**src/rtl/push_button_conditioner.sv**
```systemverilog
// push_button_conditioner: synchronizes two raw push buttons, debounces them on a shared
// prescaler tick, and emits one-cycle press events plus debounced levels.
module push_button_conditioner #(
  parameter int unsigned DIV_WIDTH    = 19,
  parameter int unsigned STABLE_TICKS = 4,
  parameter int unsigned CNT_WIDTH    = 3
) (
  input  logic       Clock,
  input  logic       Reset,
  input  logic       PB_1,
  input  logic       PB_0,
  output logic       Tick,
  output logic [1:0] Input,
  output logic [1:0] Level
);

  typedef enum logic [1:0] {
    IDLE_LO,
    WAIT_HI,
    IDLE_HI,
    WAIT_LO
  } state_t;

  localparam logic [CNT_WIDTH-1:0] LP_CNT_LAST = CNT_WIDTH'(STABLE_TICKS - 1);
  localparam logic [CNT_WIDTH-1:0] LP_CNT_ONE  = CNT_WIDTH'(1);
  localparam bit                   LP_DIRECT   = (STABLE_TICKS <= 1);

  logic [DIV_WIDTH-1:0] r_div;
  logic                 r_tick;
  logic [1:0]           r_s1;
  logic [1:0]           r_s2;
  logic [1:0]           w_pb;

  assign w_pb = {PB_1, PB_0};
  assign Tick = r_tick;

  always_ff @(posedge Clock or posedge Reset) begin
    if (Reset) begin
      r_s1 <= '0;
      r_s2 <= '0;
    end else begin
      r_s1 <= w_pb;
      r_s2 <= r_s1;
    end
  end

  // Tick is registered, so it lands in the cycle after the counter reads all-ones.
  always_ff @(posedge Clock or posedge Reset) begin
    if (Reset) begin
      r_div  <= '0;
      r_tick <= 1'b0;
    end else begin
      r_div  <= r_div + DIV_WIDTH'(1);
      r_tick <= (r_div == '1);
    end
  end

  for (genvar g = 0; g < 2; g++) begin : g_btn
    state_t               r_state;
    state_t               w_state_nxt;
    logic [CNT_WIDTH-1:0] r_cnt;
    logic [CNT_WIDTH-1:0] w_cnt_nxt;
    logic                 r_lvl;
    logic                 w_lvl_nxt;
    logic                 r_press;
    logic                 w_press_nxt;

    always_ff @(posedge Clock or posedge Reset) begin
      if (Reset) begin
        r_state <= IDLE_LO;
        r_cnt   <= '0;
        r_lvl   <= 1'b0;
        r_press <= 1'b0;
      end else begin
        r_state <= w_state_nxt;
        r_cnt   <= w_cnt_nxt;
        r_lvl   <= w_lvl_nxt;
        r_press <= w_press_nxt;
      end
    end

    always_comb begin
      w_state_nxt = r_state;
      w_cnt_nxt   = r_cnt;
      w_lvl_nxt   = r_lvl;
      w_press_nxt = 1'b0;
      if (r_tick) begin
        case (r_state)
          IDLE_LO: begin
            if (r_s2[g]) begin
              // A single required sample accepts the new level without a WAIT state.
              if (LP_DIRECT) begin
                w_state_nxt = IDLE_HI;
                w_cnt_nxt   = '0;
                w_lvl_nxt   = 1'b1;
                w_press_nxt = 1'b1;
              end else begin
                w_state_nxt = WAIT_HI;
                w_cnt_nxt   = LP_CNT_ONE;
              end
            end
          end
          WAIT_HI: begin
            if (!r_s2[g]) begin
              w_state_nxt = IDLE_LO;
              w_cnt_nxt   = '0;
            end else if (r_cnt == LP_CNT_LAST) begin
              w_state_nxt = IDLE_HI;
              w_cnt_nxt   = '0;
              w_lvl_nxt   = 1'b1;
              w_press_nxt = 1'b1;
            end else begin
              w_cnt_nxt = r_cnt + LP_CNT_ONE;
            end
          end
          IDLE_HI: begin
            if (!r_s2[g]) begin
              if (LP_DIRECT) begin
                w_state_nxt = IDLE_LO;
                w_cnt_nxt   = '0;
                w_lvl_nxt   = 1'b0;
              end else begin
                w_state_nxt = WAIT_LO;
                w_cnt_nxt   = LP_CNT_ONE;
              end
            end
          end
          WAIT_LO: begin
            if (r_s2[g]) begin
              w_state_nxt = IDLE_HI;
              w_cnt_nxt   = '0;
            end else if (r_cnt == LP_CNT_LAST) begin
              w_state_nxt = IDLE_LO;
              w_cnt_nxt   = '0;
              w_lvl_nxt   = 1'b0;
            end else begin
              w_cnt_nxt = r_cnt + LP_CNT_ONE;
            end
          end
          default: begin
            w_state_nxt = IDLE_LO;
            w_cnt_nxt   = '0;
          end
        endcase
      end
    end

    assign Input[g] = r_press;
    assign Level[g] = r_lvl;
  end

endmodule

```
**config.mk**
```make
export PLATFORM = sky130hd
export DESIGN_NAME = push_button_conditioner
export DESIGN_NICKNAME = d
export VERILOG_FILES = /design/src/rtl/push_button_conditioner.sv
export SDC_FILE = /design/constraint.sdc
export NUM_CORES = 1
export LEC_CHECK = 0
export CORE_MARGIN = 2
export CORE_UTILIZATION = 50
export CTS_CLUSTER_DIAMETER = 150
export CTS_CLUSTER_SIZE = 16
export DETAILED_ROUTE_END_ITERATION = 8
export GPL_ROUTABILITY_DRIVEN = 0
export PLACE_DENSITY = 0.7
export SLEW_MARGIN = 20
export SYNTH_ARGS = -nofsm -noshare
export SYNTH_HDL_FRONTEND = slang
export SYNTH_SLANG_ARGS = --single-unit
```
**constraint.sdc**
```tcl
create_clock -name Clock -period 2.2 [get_ports Clock]
set_input_delay 0.44 -clock Clock [delete_from_list [all_inputs] [get_ports Clock]]
set_output_delay 0.44 -clock Clock [all_outputs]
set_load 0.01 [all_outputs]
```
; ---- After elaboration in Yosys (flattened, before gate mapping)
; Index checks and enable logic that the tools add are counted.
[classes]
reduce_logical = 10
eq_ne = 25
n_mux = 44
n_addsub = 3
[op_table]
columns = op, count
row1 = $mux W3, 10
row2 = $mux W2, 12
row3 = $ne A2 B2 Y1 const B, 12
row4 = $pmux W3 S4, 2
row5 = $add A19 B1 Y19 const B, 1
row6 = $eq A19 B19 Y1 const B, 1
row7 = $mux W1, 16
row8 = $pmux W2 S4, 2
row9 = $ne A3 B3 Y1 const B, 4
row10 = $reduce_and A6 Y1, 2
row11 = $reduce_and A5 Y1, 2
row12 = $eq A2 B2 Y1 const B, 4
row13 = $add A3 B1 Y3 const B, 2
row14 = $eq A3 B2 Y1 const B, 2
row15 = $reduce_and A3 Y1, 2
row16 = $eq A2 B1 Y1 const B, 2
row17 = $logic_not A2 Y1, 2
row18 = $pmux W1 S2, 2
row19 = $reduce_bool A2 Y1, 2
[totals]
wordCells = 94
inputBits = 4
reg_bits = 38
out_inout_bits = 5

; ---- Depth between registers and ports, before layout
; Gate-level depths: netlist of run 1.
[depth]
ltp_word = 5
mapped_depth = 5
ltp_nobuf = 5

; ---- Worst setup path before layout of run 1
; OpenSTA, ideal clock, no wires.
[synth_path]
path_type = register to register
from = register r_div[0]
to = register r_div[18]
setup_ns = 0.075
slack_ns = 0.740
stages_incl_launch_ff = 6
n_path_buf = 0
arrival_ns = 1.385
t_required_ns = 2.125
synth_period_minus_slack_ns = 1.460
path_cell_list = dfrtp_1 ha_1 nand3_1 nor4_4 and3_4 xor2_2
[synth_between]
elab_chain_cells = 1
[synth_lines]
columns = item, line_no
row1 = from (decl), 28  ; logic [DIV_WIDTH-1:0] r_div;
row2 = from (signal assigned), 53  ; r_div <= r_div + DIV_WIDTH'(1);
row3 = $add A19 B1 Y19, 53
; No other way between the ends.
; A chain may end at the register's enable or synchronous reset.

; ---- Worst setup path in the final report of run 1
[layout_path]
from = register r_tick (netlist: Tick)
to = output Tick
[layout_rtl]
columns = item, line_no
row1 = from (decl), 29  ; logic r_tick;
row2 = from (signal assigned), 54  ; r_tick <= (r_div == '1);
row3 = to (decl), 12  ; output logic Tick,
; No word-level cell between the ends.

==> results.cfg, run 1 <==
[status]
status = complete, no violations

[layout]
nFillCells = 270
fin_nets = 159
seqCellArea_sq_um = 951
drive_gt1_share_pct = 10.5
multi_input_area_sq_um = 632
area_growth_pct = 11.4
mostFrequentLayoutCell = dfrtp_1
final_cell_mix = 38 x dfrtp_1, 13 x nand2_1, 10 x xor2_1, 10 x o21ai_0
n_antenna_cell = 0

[setup_path]
critPathMaxStageDelay_ns = 0.62
critPathCaptureType = output port
critPathKind = reg -> out
crit_slowest_cell = clkdlybuf4s50_1
crit_path_max_fanout = 16
required_ns = 1.76
path_cells = clkdlybuf4s50_1
path_buf_inv = 1
crit_family = buffers and inverters
crit_path_start_kind = register
critPathArrivalTime_ns = 1.55

[global_route]
grt_pass1_vias = 1030
grtUsageTotal_pct = 16.2
grt_pass1_wl_um = 4340
grt_overflow = 0
busiest_layer = met2
met3_usage_pct = 6.30
antenna_found_initial = 0
grtUsageMet2_pct = 25.4
grt_use_met1_pct = 20.2
grt_max_degree = 39

[sta]
fin_worst_skew_ns = 0.0145
fin_crit_sh_pct = 90.7
timing_worst_slew_pin_value_ns = 0.455
rsz0062_at_grt = false
layout_min_cycle_time_ns = 1.99
whs_ns = 0.362
hold_viol_final = 0
setup_viol = 0
slew_headroom_pct = 69.7
fmax_ghz = 0.501
maxSlewViolCount = 0
fin_setup_tns_ns = 0

[routing]
wire_per_inst_um = 12.1
drt_pre_antenna_iters = 4
drtAntennaViolNets = 0
viasPerCell = 5.16
drt_iter0_markers = 54
drc = 0
wirelength_um = 2390
vias = 1017

[pwr]
powerDensity_nw_per_um2 = 655
internal-power_uw = 945
peakVddDrop_mv = 0.402
leakagePower_uw = 0.000868
sw_frac_of_total_pct = 20.9
power.share.clock_pct = 39.1
seqPwrFrac_pct = 59.0
p_sw_uw = 249
combinationalPowerShare_pct = 1.9

[job]
maxCapViolCount = 0

[clocking]
cts_hold_buf = 0
clkLatencyLatePin_ns = 0.35
cts_tree = yes
clock_path_buffers = 2
htree_levels = 2
path_clk_slew_ns = 0.12
cts_setup_buffers = 0
clock_sink_count = 38
post_cts_resized = 0
cts_root_buf = clkbuf_4
cts_made_buffers = 5

[yosys]
synthXorXnorAreaFrac_pct = 10.6
synth-simple-area-share_pct = 17.4
yosys_warnings = 0
synth_compound_area_share_pct = 7.65
synthTopCellsByArea = dfrtp_1 58%, xor2_1 5.4%, xnor2_1 4.3%
synth_area_leader_cell = dfrtp_1
synth_area_sq_um = 1640
synthAdderAreaFrac_pct = 2.30
synth_area_per_cell_sq_um = 11.6
yosysTopAreaCellShare_pct = 58.1
yosysSeqAreaShare_pct = 58.1
muxShareOfSynthArea_pct = 0.689
synthDistinctLibCells = 31
synth_fp_nets = 148
synth-seq-cells = 38
synth_top_family_by_area = simple AND/OR/NAND/NOR gates
netlist_instances = 141

[die]
dieWidth_um = 61.2
coreArea_sq_um = 3080
initial_utilization_pct = 53.1
num_rows = 20
io_pins = 9
die_h_um = 61.2
dieArea_sq_um = 3740

[hold_path]
min_path_type = reg -> reg

[placed_design]
place_hpwl_um = 1670
placement.io_buffers = 8
layer usage:
layer / wire, um / part of all wire (%)
met4: 37 / 1.6
met3: 98 / 4.1
met1: 1080 / 45
met2: 1170 / 49
met5: 0 / 0
per-stage QoR:
step | std cells | instance area, sq um | setup WS, ns | utilization [%] | power, uW
2_1_floorplan | 141 | 1640 | 0.740 | - | 731
3_3_place_gp | 189 | 1740 | 0.617 | 56.7 | 741
3_5_place_dp | 189 | 1740 | 0.598 | 56.7 | 742
4_1_cts | 197 | 1820 | 0.210 | 59.2 | 1200
5_1_grt | 197 | 1820 | 0.124 | 59.2 | 1250
6_report | 197 | 1820 | 0.206 | 59.2 | 1190
synth_stat cells, drive strengths merged:
library cell / number
nor3b: 2
or3: 1
xnor2: 8
nand3: 8
mux2: 1
a21oi: 5
nor2: 8
nand4: 3
o211ai: 2
and3: 5
nand2b: 2
nor4: 2
clkbuf: 1
dfrtp: 38
buf: 4
nand4b: 1
and2: 2
o21ai: 10
nor3: 1
a32o: 2
nand2: 13
xor2: 11
inv: 5
o21a: 2
nor2b: 1
ha: 3
logic make-up after synthesis:
| kind of cell | count (synthesis) |
|---|---|
| and+or+nand+nor | 49 |
| DFF | 38 |
| AOI/OAI and AO/OA | 21 |
| xor gates and xnor gates | 19 |
| buffers and inverters | 10 |
| adders and majority gates | 3 |
| muxes | 1 |
worst reg2reg max path, cell delays in order, from the launching register on:
cell	delay, ns
dfrtp_1	0.40
ha_1	0.24
nand3_1	0.16
nor4_4	0.34
and3_4	0.25
xor2_2	0.12
state kept, by name, summed over array words and instances, names as in the netlist, named ones only:
name	flops
g_btn.r_cnt	6
Tick	1
g_btn.r_lvl	2
r_div	19
r_s1	2
g_btn.r_press	2
g_btn.r_state	2
r_s2	2
area by class of cell:
class | instances | area share, %
clock buffer | 5 | 2.06
clock inverter | 3 | 2.20
inverter | 5 | 1.03
multi-input combinational | 93 | 34.7
sequential | 38 | 52.2
tap | 44 | 3.02
timing repair buffer | 9 | 4.81
power by group through the flow:
stage	clock network, uW	registers [uW]	logic, uW
CTS	475	704	24.2
floorplan	0	717	13.2
detailed placement	0	718	24.2
global placement	0	718	23.5
finish	467	704	22.8
global route	515	705	27.0
worst paths after layout:
| check | to | start | slack [ns] | cells after the start |
|---|---|---|---|---|
| worst max-delay path | Tick | Tick | 0.21 | 1 |
| worst min-delay path | r_s2[1] | r_s1[1] | 0.36 | 0 |
| worst max register to register | r_div[18] | r_div[0] | 0.65 | 5 |
| worst min register to register | r_s2[1] | r_s1[1] | 0.36 | 0 |
| max in group asynchronous | r_div[8] | Reset | 1.39 | 3 |
| min in group asynchronous | r_s1[1] | Reset | 0.48 | 3 |
Note: power is estimated with default switching activity, not from simulation.
==> run 2: changes to the inputs <==
CORE_ASPECT_RATIO = 1.2   (was default)
==> run 2 against run 1 <==
Net effect: final area decreased by 0.28%; critical path depth unchanged; sequential power about the same; via count decreased by 0.20%; maximum frequency increased by 0.32%; register-to-register slack got worse by 0.02 ns; clock power decreased by 1%; first-iteration DRC count decreased by 54%; largest power group unchanged; global-route usage increased by 0.079 points.
==> results.cfg, run 2 (same netlist as run 1, synthesis figures left out) <==
[status]
status = complete, no violations

[setup_path]
critPathCaptureType = output port
crit_start = Tick
crit_family = buffers and inverters
path_cells = clkdlybuf4s50_1
critPathMaxStageDelay_ns = 0.61
path_buf_inv = 1
crit_path_max_fanout = 16
crit_slowest_cell = clkdlybuf4s50_1
rr_startpoint = r_div[0]
crit_path_start_kind = register
critPathArrivalTime_ns = 1.55
required_ns = 1.76
critPathKind = reg -> out

[clocking]
clock_sink_count = 38
path_clk_slew_ns = 0.11
cts_tree = yes
htree_levels = 2
cts_made_buffers = 5
cts_root_buf = clkbuf_4
post_cts_resized = 0
clkLatencyLatePin_ns = 0.34
cts_setup_buffers = 0
clock_path_buffers = 2
cts_hold_buf = 0

[sta]
maxSlewViolCount = 0
layout_min_cycle_time_ns = 1.99
setup_viol = 0
fmax_ghz = 0.503
rsz0062_at_grt = false
fin_crit_sh_pct = 90.4
hold_viol_final = 0
slew_headroom_pct = 67.9
timing_worst_slew_pin_value_ns = 0.481
fin_worst_skew_ns = 0.00818
fin_setup_tns_ns = 0
whs_ns = 0.359

[pwr]
leakagePower_uw = 0.000868
seqPwrFrac_pct = 59.2
internal-power_uw = 951
powerDensity_nw_per_um2 = 655
sw_frac_of_total_pct = 20.0
peakVddDrop_mv = 0.476
p_total_uw = 1190
combinationalPowerShare_pct = 2.1
p_sw_uw = 238
power.share.clock_pct = 38.7

[die]
die_h_um = 66.6
num_rows = 22
io_pins = 9
coreArea_sq_um = 3080
dieWidth_um = 56.2
dieArea_sq_um = 3750
initial_utilization_pct = 53.0

[routing]
drt_pre_antenna_iters = 3
wirelength_um = 2390
wire_per_inst_um = 12.6
drc = 0
viasPerCell = 5.34
drt_iter0_markers = 25
drtAntennaViolNets = 0
vias = 1015

[placed_design]
dp.cells = 182
placement.io_buffers = 8
place_hpwl_um = 1740

[global_route]
grtUsageTotal_pct = 16.3
grt_max_degree = 17
grt_pass1_wl_um = 4550
antenna_found_initial = 0
grt_overflow = 0
grt_pass1_vias = 1050

[layout]
seqCellArea_sq_um = 951
fin_nets = 160
largest_reg_flops = 19
final_util_pct = 58.9
n_antenna_cell = 0
top_register = r_div
multi_input_area_sq_um = 632
drive_gt1_share_pct = 9.74
final_cell_mix = 38 x dfrtp_1, 13 x nand2_1, 10 x xor2_1, 10 x o21ai_0
mostFrequentLayoutCell = dfrtp_1
layoutNonFillerInstCount = 190
nFillCells = 268
reg_top3 = r_div: 19 flops, g_btn.r_cnt: 6 flops
area_growth_pct = 11.1

[hold_path]
hold_start = r_s1[0]
min_path_type = reg -> reg

[job]
maxCapViolCount = 0
## run 2: cell count changes in the layout (fill, tap and decap cells not counted), sizes merged
cell,delta
buf,+1
clkbuf,+2
clkinv,-2
## run 2: final timing paths
path,endpoint,slack (ns),cells past startpoint
max,Tick,0.21,1
min,r_s2[0],0.36,0
max reg2reg,r_div[18],0.63,5
min reg2reg,r_s2[0],0.36,0
max in group asynchronous,r_div[2],1.24,3
min in group asynchronous,g_btn[1].r_cnt[0],0.40,2
## run 2: power groups by stage
stage	combinational [uW]	clock [uW]	sequential [uW]
floorplan	13.2	0	717
global placement	24.9	0	718
detailed placement	25.9	0	718
CTS	26.2	482	704
global route	28.6	513	705
finish	24.5	461	704
## run 2: through the flow
| stage | setup slack, ns | cell area (sq um) |
|---|---|---|
| 2_1_floorplan | 0.740 | 1640 |
| 3_3_place_gp | 0.619 | 1740 |
| 3_5_place_dp | 0.600 | 1740 |
| 4_1_cts | 0.198 | 1820 |
| 5_1_grt | 0.105 | 1820 |
| 6_report | 0.212 | 1820 |
## run 2: cell type report
type / count / share of cell area, %
repair buffers: 10 / 5.23
clock inverters: 1 / 1.65
clock buffers: 7 / 2.48
well taps: 36 / 2.48
flip-flops and latches: 38 / 52.3
multi-input cells: 93 / 34.8
inverters: 5 / 1.03
## run 2: per-layer routing
metal | track usage (%) | wire (um) | up-vias
li1 | - | - | 505
met1 | 20.0 | 1140 | 493
met2 | 25.6 | 1100 | 11
met3 | 5.83 | 89 | 6
met4 | 8.04 | 60 | 0
met5 | 0 | 0 | -
==> run 3: changes to the inputs <==
PLACE_DENSITY = 0.66   (was 0.7)
==> run 3 against run 2 <==
Net effect: utilization shrank 0.73 points; largest cell class unchanged; setup slack gained 0.013 ns; sequential share of layout area up 0.66 points; sequential cell count unchanged; critical path type unchanged.
==> results.cfg, run 3 (same netlist as run 1, synthesis figures left out) <==
[placed_design]
pre_cts_slack_ns = 0.587
dp.cells = 181
placement.io_buffers = 8
place_hpwl_um = 1670

[routing]
wire_per_inst_um = 12.8
drc = 0
viasPerCell = 5.36
vias = 1013
drt_pre_antenna_iters = 4
wirelength_um = 2420
drtAntennaViolNets = 0
drt_iter0_markers = 27

[sta]
layout_min_cycle_time_ns = 1.98
fin_worst_skew_ns = 0.00764
setup_viol = 0
slew_headroom_pct = 69.4
timing_worst_slew_pin_value_ns = 0.459
fin_setup_tns_ns = 0
worst_slack_ns = 0.225
fin_crit_sh_pct = 89.8
fmax_ghz = 0.506
maxSlewViolCount = 0
hold_viol_final = 0
rsz0062_at_grt = false

[layout]
largest_reg_flops = 19
layoutNonFillerInstCount = 189
n_antenna_cell = 0
seqCellArea_sq_um = 951
nFillCells = 269
mostFrequentLayoutCell = dfrtp_1
top_register = r_div
final_cell_mix = 38 x dfrtp_1, 13 x nand2_1, 10 x xor2_1, 10 x o21ai_0
multi_input_area_sq_um = 632
area_growth_pct = 9.72
reg_top3 = r_div: 19 flops, g_btn.r_cnt: 6 flops
fin_nets = 159
drive_gt1_share_pct = 9.80
final_util_pct = 58.2

[pwr]
leakagePower_uw = 0.000859
powerDensity_nw_per_um2 = 607
p_total_uw = 1090
peakVddDrop_mv = 0.427

[setup_path]
required_ns = 1.76
crit_slowest_cell = clkdlybuf4s50_1
critPathArrivalTime_ns = 1.54
path_cells = clkdlybuf4s50_1
r2r_slack_ns = 0.63
path_buf_inv = 1
crit_path_start_kind = register
critPathCaptureType = output port
crit_path_max_fanout = 16
critPathKind = reg -> out
crit_family = buffers and inverters
critPathMaxStageDelay_ns = 0.61

[global_route]
grt_pass1_wl_um = 4410
grt_max_degree = 39
grt_pass1_vias = 1061
grtUsageTotal_pct = 15.8
grt_overflow = 0
antenna_found_initial = 0

[job]
maxCapViolCount = 0

[clocking]
cts_made_buffers = 5
cts_tree = yes
clkLatencyLatePin_ns = 0.33
post_cts_resized = 0
clock_sink_count = 38
cts_setup_buffers = 0
clock_path_buffers = 2
cts_root_buf = clkbuf_4
cts_hold_buf = 0
htree_levels = 2
path_clk_slew_ns = 0.11

[die]
io_pins = 9
initial_utilization_pct = 53.0
coreArea_sq_um = 3080
die_h_um = 66.6
dieWidth_um = 56.2
dieArea_sq_um = 3750
num_rows = 22

[hold_path]
min_path_type = reg -> reg

[status]
status = complete, no violations
==> run 3: stage by stage <==
step	hold slack, ns	cell area [sq um]
finish	0.359	1790
global placement	0.335	1730
detailed placement	0.338	1730
CTS	0.362	1790
floorplan	0.331	1640
global route	0.377	1790
==> run 3: power by group <==
part / total (uW) / internal (uW) / leakage, uW / switching [uW]
clock: 362 / 155 / 0.0000353 / 207
combinational: 23.1 / 7.27 / 0.000316 / 15.8
sequential: 704 / 702 / 0.000507 / 2.41
==> run 3: worst paths after layout <==
| kind | end | depth (start not counted) | startpoint |
|---|---|---|---|
| setup / recovery | Tick | 1 | Tick |
| hold / removal | r_s2[0] | 0 | r_s1[0] |
| setup reg to reg | r_div[18] | 5 | r_div[0] |
| hold reg to reg | r_s2[0] | 0 | r_s1[0] |
| max in group asynchronous | r_div[8] | 3 | Reset |
| min in group asynchronous | g_btn[0].r_cnt[0] | 3 | Reset |
==> run 3: routing by layer <==
layer	part of all wire, %	track usage [%]
met1	45	17.4
met2	49	26.9
met3	3.6	5.44
met4	2.2	8.33
met5	0	0
==> run 3: area by class of cell <==
class | count | area share (%)
repair buffers | 9 | 4.88
multi-input cells | 93 | 35.2
inverters | 5 | 1.05
clock inverters | 1 | 0.279
clock buffers | 7 | 3.07
well taps | 36 | 2.51
flip-flops and latches | 38 | 53.0
